## src/rtl/uart2stream.sv

```systemverilog
// uart2stream: 8N1 UART bridge between a host serial link and the byte
// command stream. The RX path deserialises uart_rx into rx_data/rx_valid
// (the consumer is always ready). The TX path serialises the response
// stream (tx_data/tx_valid/tx_ready) onto uart_tx. Both directions use a
// fixed baud divider and run fully independently.
module uart2stream #(
   parameter int DIV = 48,            // clock cycles per UART bit
   parameter int CW  = $clog2(DIV)    // bit-timer width, derived from DIV
) (
   input  logic       clk,
   input  logic       rst_n,
   input  logic       uart_rx,
   output logic       uart_tx,
   output logic [7:0] rx_data,
   output logic       rx_valid,
   output logic       rx_err,
   input  logic [7:0] tx_data,
   input  logic       tx_valid,
   output logic       tx_ready
);

   localparam logic [1:0] ST_IDLE  = 2'd0;
   localparam logic [1:0] ST_START = 2'd1;
   localparam logic [1:0] ST_DATA  = 2'd2;
   localparam logic [1:0] ST_STOP  = 2'd3;

   localparam logic [CW-1:0] BIT_RELOAD  = CW'(DIV - 1);
   localparam logic [CW-1:0] HALF_RELOAD = CW'(DIV / 2 - 1);
   localparam logic [CW-1:0] TIMER_ONE   = CW'(1);

   // ---------------------------------------------------------------------
   // Receive path
   // ---------------------------------------------------------------------
   logic          rx_meta;
   logic          rxs;
   logic [1:0]    rx_state;
   logic [CW-1:0] rx_timer;
   logic [2:0]    rx_cnt;
   logic [7:0]    rx_shift;
   logic          rx_armed;   // line seen high since the last stop bit

   // Two-flop synchroniser on the asynchronous serial input, idle level 1.
   always_ff @(posedge clk or negedge rst_n) begin
      if (!rst_n) begin
         rx_meta <= 1'b1;
         rxs     <= 1'b1;
      end else begin
         // NOTE: clocked state uses non-blocking assignments so every flop
         // samples the pre-edge value; blocking here would collapse the
         // two synchroniser stages into one.
         rx_meta <= uart_rx;
         rxs     <= rx_meta;
      end
   end

   // RX FSM: find the start edge, sample each bit at its centre, check stop.
   always_ff @(posedge clk or negedge rst_n) begin
      if (!rst_n) begin
         rx_state <= ST_IDLE;
         rx_timer <= '0;
         rx_cnt   <= '0;
         rx_shift <= '0;
         rx_armed <= 1'b1;
         rx_data  <= '0;
         rx_valid <= 1'b0;
         rx_err   <= 1'b0;
      end else begin
         rx_valid <= 1'b0;
         rx_err   <= 1'b0;
         case (rx_state)
            ST_IDLE: begin
               // After a low stop bit (break) wait for the line to recover
               // before accepting another falling edge.
               if (rxs) begin
                  rx_armed <= 1'b1;
               end else if (rx_armed) begin
                  rx_timer <= HALF_RELOAD;
                  rx_state <= ST_START;
               end
            end
            ST_START: begin
               if (rx_timer != '0) begin
                  rx_timer <= rx_timer - TIMER_ONE;
               end else if (rxs) begin
                  rx_state <= ST_IDLE;              // glitch, not a start bit
               end else begin
                  rx_timer <= BIT_RELOAD;
                  rx_cnt   <= '0;
                  rx_state <= ST_DATA;
               end
            end
            ST_DATA: begin
               if (rx_timer != '0) begin
                  rx_timer <= rx_timer - TIMER_ONE;
               end else begin
                  rx_shift <= {rxs, rx_shift[7:1]};  // LSB arrives first
                  rx_timer <= BIT_RELOAD;
                  if (rx_cnt == 3'd7) begin
                     rx_state <= ST_STOP;
                  end else begin
                     rx_cnt <= rx_cnt + 3'd1;
                  end
               end
            end
            ST_STOP: begin
               if (rx_timer != '0) begin
                  rx_timer <= rx_timer - TIMER_ONE;
               end else begin
                  // Leave at mid-stop-bit so an immediately following start
                  // bit is still caught.
                  rx_state <= ST_IDLE;
                  if (rxs) begin
                     rx_data  <= rx_shift;
                     rx_valid <= 1'b1;
                  end else begin
                     rx_err   <= 1'b1;
                     rx_armed <= 1'b0;
                  end
               end
            end
            default: rx_state <= ST_IDLE;
         endcase
      end
   end

   // ---------------------------------------------------------------------
   // Transmit path
   // ---------------------------------------------------------------------
   logic [1:0]    tx_state;
   logic [CW-1:0] tx_timer;
   logic [2:0]    tx_cnt;
   logic [7:0]    tx_shift;

   // Ready exactly while the transmitter sits in IDLE.
   assign tx_ready = (tx_state == ST_IDLE);

   // TX FSM: start bit, eight data bits LSB first, stop bit, DIV clk each.
   always_ff @(posedge clk or negedge rst_n) begin
      if (!rst_n) begin
         tx_state <= ST_IDLE;
         tx_timer <= '0;
         tx_cnt   <= '0;
         tx_shift <= '0;
         uart_tx  <= 1'b1;
      end else begin
         case (tx_state)
            ST_IDLE: begin
               if (tx_valid) begin
                  tx_shift <= tx_data;
                  tx_timer <= BIT_RELOAD;
                  uart_tx  <= 1'b0;
                  tx_state <= ST_START;
               end
            end
            ST_START: begin
               if (tx_timer != '0) begin
                  tx_timer <= tx_timer - TIMER_ONE;
               end else begin
                  uart_tx  <= tx_shift[0];
                  tx_shift <= {1'b0, tx_shift[7:1]};
                  tx_timer <= BIT_RELOAD;
                  tx_cnt   <= '0;
                  tx_state <= ST_DATA;
               end
            end
            ST_DATA: begin
               if (tx_timer != '0) begin
                  tx_timer <= tx_timer - TIMER_ONE;
               end else begin
                  tx_timer <= BIT_RELOAD;
                  if (tx_cnt == 3'd7) begin
                     uart_tx  <= 1'b1;
                     tx_state <= ST_STOP;
                  end else begin
                     uart_tx  <= tx_shift[0];
                     tx_shift <= {1'b0, tx_shift[7:1]};
                     tx_cnt   <= tx_cnt + 3'd1;
                  end
               end
            end
            ST_STOP: begin
               if (tx_timer != '0) begin
                  tx_timer <= tx_timer - TIMER_ONE;
               end else begin
                  tx_state <= ST_IDLE;
               end
            end
            default: tx_state <= ST_IDLE;
         endcase
      end
   end

endmodule
```

## config.mk

```make
export PLATFORM = sky130hd
export DESIGN_NAME = uart2stream
export DESIGN_NICKNAME = d
export VERILOG_FILES = /design/src/rtl/uart2stream.sv
export SDC_FILE = /design/constraint.sdc
export NUM_CORES = 1
export LEC_CHECK = 0
export BUFFER_PORTS_ARGS = -buffer_cell sky130_fd_sc_hd__buf_4
export CELL_PAD_IN_SITES_DETAIL_PLACEMENT = 2
export CELL_PAD_IN_SITES_GLOBAL_PLACEMENT = 2
export CORE_UTILIZATION = 35
export DETAILED_ROUTE_END_ITERATION = 10
export GPL_TIMING_DRIVEN = 0
export PLACE_DENSITY = 0.74
export SLEW_MARGIN = 15
export SYNTH_ARGS = -nofsm -noshare
export SYNTH_HDL_FRONTEND = slang
export SYNTH_SLANG_ARGS = --single-unit
```

## constraint.sdc

```tcl
create_clock -name clk -period 2 [get_ports clk]
set_input_delay 0.2 -clock clk [delete_from_list [all_inputs] [get_ports clk]]
set_output_delay 0.2 -clock clk [all_outputs]
set_load 0.1 [all_outputs]
```

# After elaboration in Yosys (flattened, before gate mapping)
# Cells that the tools add are included.
# Widths: inputs -> output; s select.
# totals
register_bits,52
latchBits,0
mem_bits_rw,0
mem_bits_ro,0
input_bits,12
output_inout_bits,12
word_cells,121
n_memories,0
# classes
addsub,4
multipliers,0
n_div,0
order_cmp,0
n_eq_ne,27
shift,0
muxes,54
bitwise_logic,1
reduce_logical,20
# op_table
cell,n
$mux 6,9
$ne 2x2->1 const B,18
$mux 8,4
$mux 2,12
$pmux 6 s4,1
$pmux 8 s3,1
$mux 3,7
$pmux 6 s3,1
$pmux 2 s4,2
$reduce_and 4->1,4
$reduce_and 5->1,3
$mux 1,13
$pmux 3 s2,2
$reduce_bool 6->1,2
$sub 6x1->6 const B,2
$eq 2x2->1 const B,4
$add 3x1->3 const B,2
$eq 3x3->1 const B,2
$reduce_and 6->1,1
$reduce_bool 2->1,3
$eq 2x1->1 const B,2
$logic_not 2->1,2
$reduce_and 2->1,2
$ne 3x3->1 const B,1
6 further kinds,6

# Longest topological paths before layout
# depth
depth_word,4
mapped_depth,8
depth_no_buf,6

# Least setup slack after synthesis
# No wires, ideal clock.
# synth_path
path_type,register to register
start,register tx_state[0]
end,register uart_tx
setup_time_ns,0.081
arrival_ns,2.190
t_required_ns,1.919
path_slack_ns,-0.271
path_stages_with_launch,8
path_buffers,1
period_less_slack_ns,2.271
cell_sequence,dfrtp_1 -> inv_1 -> ha_1 -> nor2b_1 -> or2_1 -> clkbuf_1 -> nor2_1 -> o221a_1
# synth_via
elab_chain_len,3
word_cells_on_any_way,9
classes_between,eq/ne (5); mux (1); reduce/logical (3)
# synth_rtl
item,line,text
start: declaration,129,logic [1:0] tx_state;
start signal: assignment,140,tx_state <= ST_IDLE;
start signal: assignment,152,tx_state <= ST_START;
start signal: assignment,163,tx_state <= ST_DATA;
$logic_not 2->1 (*),--,
net tx_ready,19,output logic tx_ready
$ne 2x2->1 (no line) or $reduce_bool 3->1 (tied branches),--,
$reduce_and 4->1 (no line),--,
end signal: assignment,159,uart_tx <= tx_shift[0];
end signal: assignment,175,uart_tx <= tx_shift[0];
end: declaration,13,"output logic uart_tx,"
# The timed path passes the listed nets; every way through them passes the cells marked *.
# A chain may end at the register's enable or synchronous reset.

# Worst setup path after layout
# layout_path
start,register rx_timer[1]
end,register rx_timer[2]
# layout_via
elab_chain_len,3
word_cells_on_any_way,9
classes_between,add/sub (1); eq/ne (2); mux (4); reduce/logical (2)
# layout_rtl
item,line,text
start: declaration,37,logic [CW-1:0] rx_timer;
start signal: assignment,83,rx_timer <= rx_timer - TIMER_ONE;
start signal: assignment,94,rx_timer <= rx_timer - TIMER_ONE;
start signal: assignment,107,rx_timer <= rx_timer - TIMER_ONE;
$sub 6x1->6 or $reduce_bool 6->1 (tied branches),--,
$mux 6 (tied with other cells),106,if (rx_timer != '0) begin
$pmux 6 s4 or $reduce_and 4->1 (tied branches),--,
# Parallel ways exist; a longest one is shown, timed or not. The select of a mux whose other input is x is not followed.

==> results <==
- The netlist uses 55 different library cells.
- The pin slew with the least headroom to its limit is 0.716 ns.
- The congestion estimate from routability-driven global placement came to 0.741.
- Measured along the y axis, the die boundary spans 90.8 um.
- Hold timing on the final database bottoms out at a slack of 0.0672 ns.
- The repair_antennas step left the layout with diodes totalling 0.
- The half-perimeter wire length after placement is 4630 um.
- The number of antenna violations at the first check in global routing came to 0.
- The later pin in the worst-skew pair is clocked with a latency of 0.31 ns.
- The filler cell count in the final layout is between 800 and 900.
- The pre-CTS setup slack is -0.206 ns.
- Cells with a size suffix above 1 make up 23.5% of the layout.
- Setup slack closes at around 0.053 ns.
- At the end of the flow the core is filled with cells to 42.4%.
- The most heavily used metal layer in global routing is met2.
- The detailed router finished its first iteration with 50 violations.
- In this run the power density over the cells is 963 nW/um2.
- At the worst endpoint, the required time is 2.20 ns.
- The width of the die is 90.8 um.
- The number of antenna-violating nets in the routed design is 0.
- The final routed DRC violation total is 0.
- For met1 alone, demand over resource in global routing was 21.1%.
- The number of failing setup endpoints in the final timing report is 0.
- The worst-case clock skew is about 0.0076 ns.
- The tool flagged a number of max-cap violations equal to 0.
- The number of H-tree levels is 2.
- The number of standard cells in the final layout excluding fillers is 396.
- For this run, the leading register cell type out of synthesis is dfrtp_1.
- Counting every instance in the synthesized netlist gives 259.
- The clock period could shrink to a little under 2 ns.
- The worst setup path is launched from a flop.
- The synthesized netlist net count is 286.
- In this run, synthesis inferred 0 flip-flops with an integrated enable.
- The signed area change from the synthesized netlist to the final layout is 18.3%.
- The maximum clock frequency is slightly above 500 MHz.
- The final layout contains between 300 and 400 nets.
- The total placed cells including tap cells is roughly 380.
- The sequential-to-total area share from yosys stat is 47.3%.
- The die covers 8240 um2.
- The core area is 7690 um2.
- The number of failing hold endpoints at the final stage was 0.
- Detailed routing inserted a total of 2107 vias.
- TritonCTS built the clock tree.
- At the worst endpoint, the arrival time is roughly 2.2 ns.
- The run finished with clean final reports.
- The count of clock tree sinks is 52.
- The total iterations of the first detailed-routing run is 4.
- The wire length per cell is 16.6 um.
- Entering global routing, the biggest net connects 53 pins.
- The worst setup path category is reg -> reg.
- In the global route stage, met2 resource usage came out at between 30% and 40%.
- Across the whole layout, storage elements account for between 1000 and 1500 um2.
- The via count of the first global-routing pass is 2336.
- The synthesized netlist occupies a cell area of 2760 um2.
- The count of pins on the block boundary is 24.
- The maximum clock path buffer count is 2.
- Summing all multi-input logic gate instances after layout gives 1410 um2.
- After clock tree synthesis, the clock-pin slew on the worst setup and hold paths is ~0.1 ns.
- The final number of max-transition violations is 0.
- TritonCTS created 5 clock buffers.
- The aggregate routed wire length is 6590 um.
- The clock root buffer master is clkbuf_8.
- The total overflow left after global routing is 0.
- The initial utilization of the core area, before any placement, comes to a little over a third.
- In this run the core area contains 32 standard-cell rows.
- The met3 global-route usage is 3.03%.
- In this run, synthesis produced a sequential element count of 52.
- Global routing used 17.2% of the available tracks across all layers.
- The portion of the clock cycle consumed by the worst path in the final layout is 97.4%.
- The number of warnings reported in the yosys synthesis log is 0.
- The tightest min-delay check is of the in -> reg type.
- The analysis attributes to cell leakage a power of 0.00154 uW.
- Measured against its own limit, the worst slew margin works out to 51.8%.
- The wire length of the first global-routing pass is approximately 11000 um.
- The detail-routed via count per cell is 5.32.
- Along the worst path, the maximum fanout reaches 6.
- In the synthesized netlist the async set-or-reset flop fraction comes to 100%.
- The worst setup path is captured at a flop.
- The synthesized area divided by synthesized cell count is 10.7 um2.
- Across the VDD grid, the largest voltage drop is 0.287 mV.
- Input and output buffers added on the ports amount to 23.
==> layer usage <==
| metal | share of wire, % | up-vias | wire length [um] |
|---|---|---|---|
| met2 | 52 | 20 | 3420 |
| met1 | 45 | 1078 | 2970 |
| met5 | 0 | - | 0 |
| met4 | 1.1 | 0 | 74 |
| li1 | - | 1002 | - |
| met3 | 1.9 | 7 | 124 |
==> layout make-up <==
cell class / instances / area share (%)
timing repair buffer: 30 / 7.06
inverter: 18 / 2.07
clock buffer: 5 / 2.11
tap: 102 / 3.91
multi-input combinational: 181 / 43.2
sequential: 52 / 40.0
clock inverter: 3 / 0.844
buffer: 5 / 0.767
==> final timing paths <==
check | end | depth (start not counted) | slack (ns) | from
max | rx_timer[2] | 6 | 0.05 | rx_timer[1]
min | tx_timer[4] | 2 | 0.07 | tx_valid
max reg2reg | rx_timer[2] | 6 | 0.05 | rx_timer[1]
min reg2reg | rxs | 0 | 0.36 | rx_meta
max in group asynchronous | rx_data[2] | 2 | 1.09 | rst_n
min in group asynchronous | rx_err | 2 | 0.46 | rst_n
==> synth_stat cells (all sizes together) (2+ instances only) <==
master   n  share of area [%]
nor2b    4               0.91
o21ai   22                4.0
or2      3               0.68
nand3    8                2.1
clkbuf   8                1.1
and3     3               0.68
dfrtp   48                 44
mux2    16                6.5
nor4     3               0.68
nor3     8                2.0
nand2   12                1.6
or3      2               0.45
nand3b   2               0.54
o22ai    2               0.45
ha      15                6.8
o22a     6                1.9
inv     18                2.4
dfstp    4                3.8
nor2    17                2.6
or3b     2               0.73
o32a     2                1.2
a31oi    3               0.91
o31a     4                1.3
a21oi   14                2.5
nand2b   2               0.45
o31ai    2               0.54
o211ai   3                1.0
mux2i   11                4.0
==> flip-flops by register name, summed over array words and instances, names as in the netlist, 2 cells and up, named ones only <==
signal and cells:
tx_state 2, rx_data 8, tx_shift 8, rx_shift 8, rx_timer 6, rx_cnt 3, tx_cnt 3, tx_timer 6
==> stage by stage <==
step / power [uW] / TNS [ns] / area, um2
after global placement: 2360 / -1.19 / 3060
final: 3140 / 0 / 3260
after floorplan: 2100 / 0 / 2760
after detailed placement: 2400 / -2.12 / 3060
after CTS: 3150 / 0 / 3240
after global routing: 3350 / -0.0552 / 3260
==> placed cells by master, fill, tap and decap left out, drive strengths merged, types with 2 or more instances in the layout <==
cell         Yosys  final
a21oi           14     14
a31oi            3      3
and3             3      3
buf              1     29
clkbuf           8      9
dfrtp           48     48
dfstp            4      4
dlygate4sd3      0      2
ha              15     15
inv             18     19
mux2            16     16
mux2i           11     11
nand2           12     12
nand2b           2      2
nand3            8      9
nand3b           2      2
nor2            17     17
nor2b            4      4
nor3             8      8
nor4             3      3
o211ai           3      3
o21ai           22     22
o22a             6      6
o22ai            2      2
o31a             4      4
o31ai            2      2
o32a             2      2
or2              3      3
or3              2      2
or3b             2      2
==> logic make-up after synthesis <==
family / synth area share, %
DFF: 47.3
muxes: 10.5
and+or+nand+nor: 14.4
adders and majority gates: 6.80
buffers and inverters: 3.72
xor gates and xnor gates: 0.318
AOI/OAI and AO/OA: 16.9
==> repair_timing <==
action                     4_1_cts  5_1_grt
cloned                           1        0
pin swaps                        1        0
hold buffers                     2        0
hold endpoints to repair        49        0
setup endpoints to repair       24       20
gates resized for setup          6        8
buffers inserted                 4        1
==> worst max-delay path: stages (launching register included) <==
cell and delay (ns):
dfrtp_1 0.42, inv_1 0.10, ha_4 0.17, or3b_4 0.44, o32a_4 0.43, o21a_1 0.11, o32a_1 0.17
==> power by group <==
| group | leakage (uW) | switching (uW) | internal, uW |
|---|---|---|---|
| clock network | 0.0000463 | 393 | 258 |
| registers | 0.000655 | 108 | 1180 |
| logic | 0.000835 | 709 | 492 |
| total | 0.00154 | 1210 | 1930 |
Power figures use the tool's default switching activity.
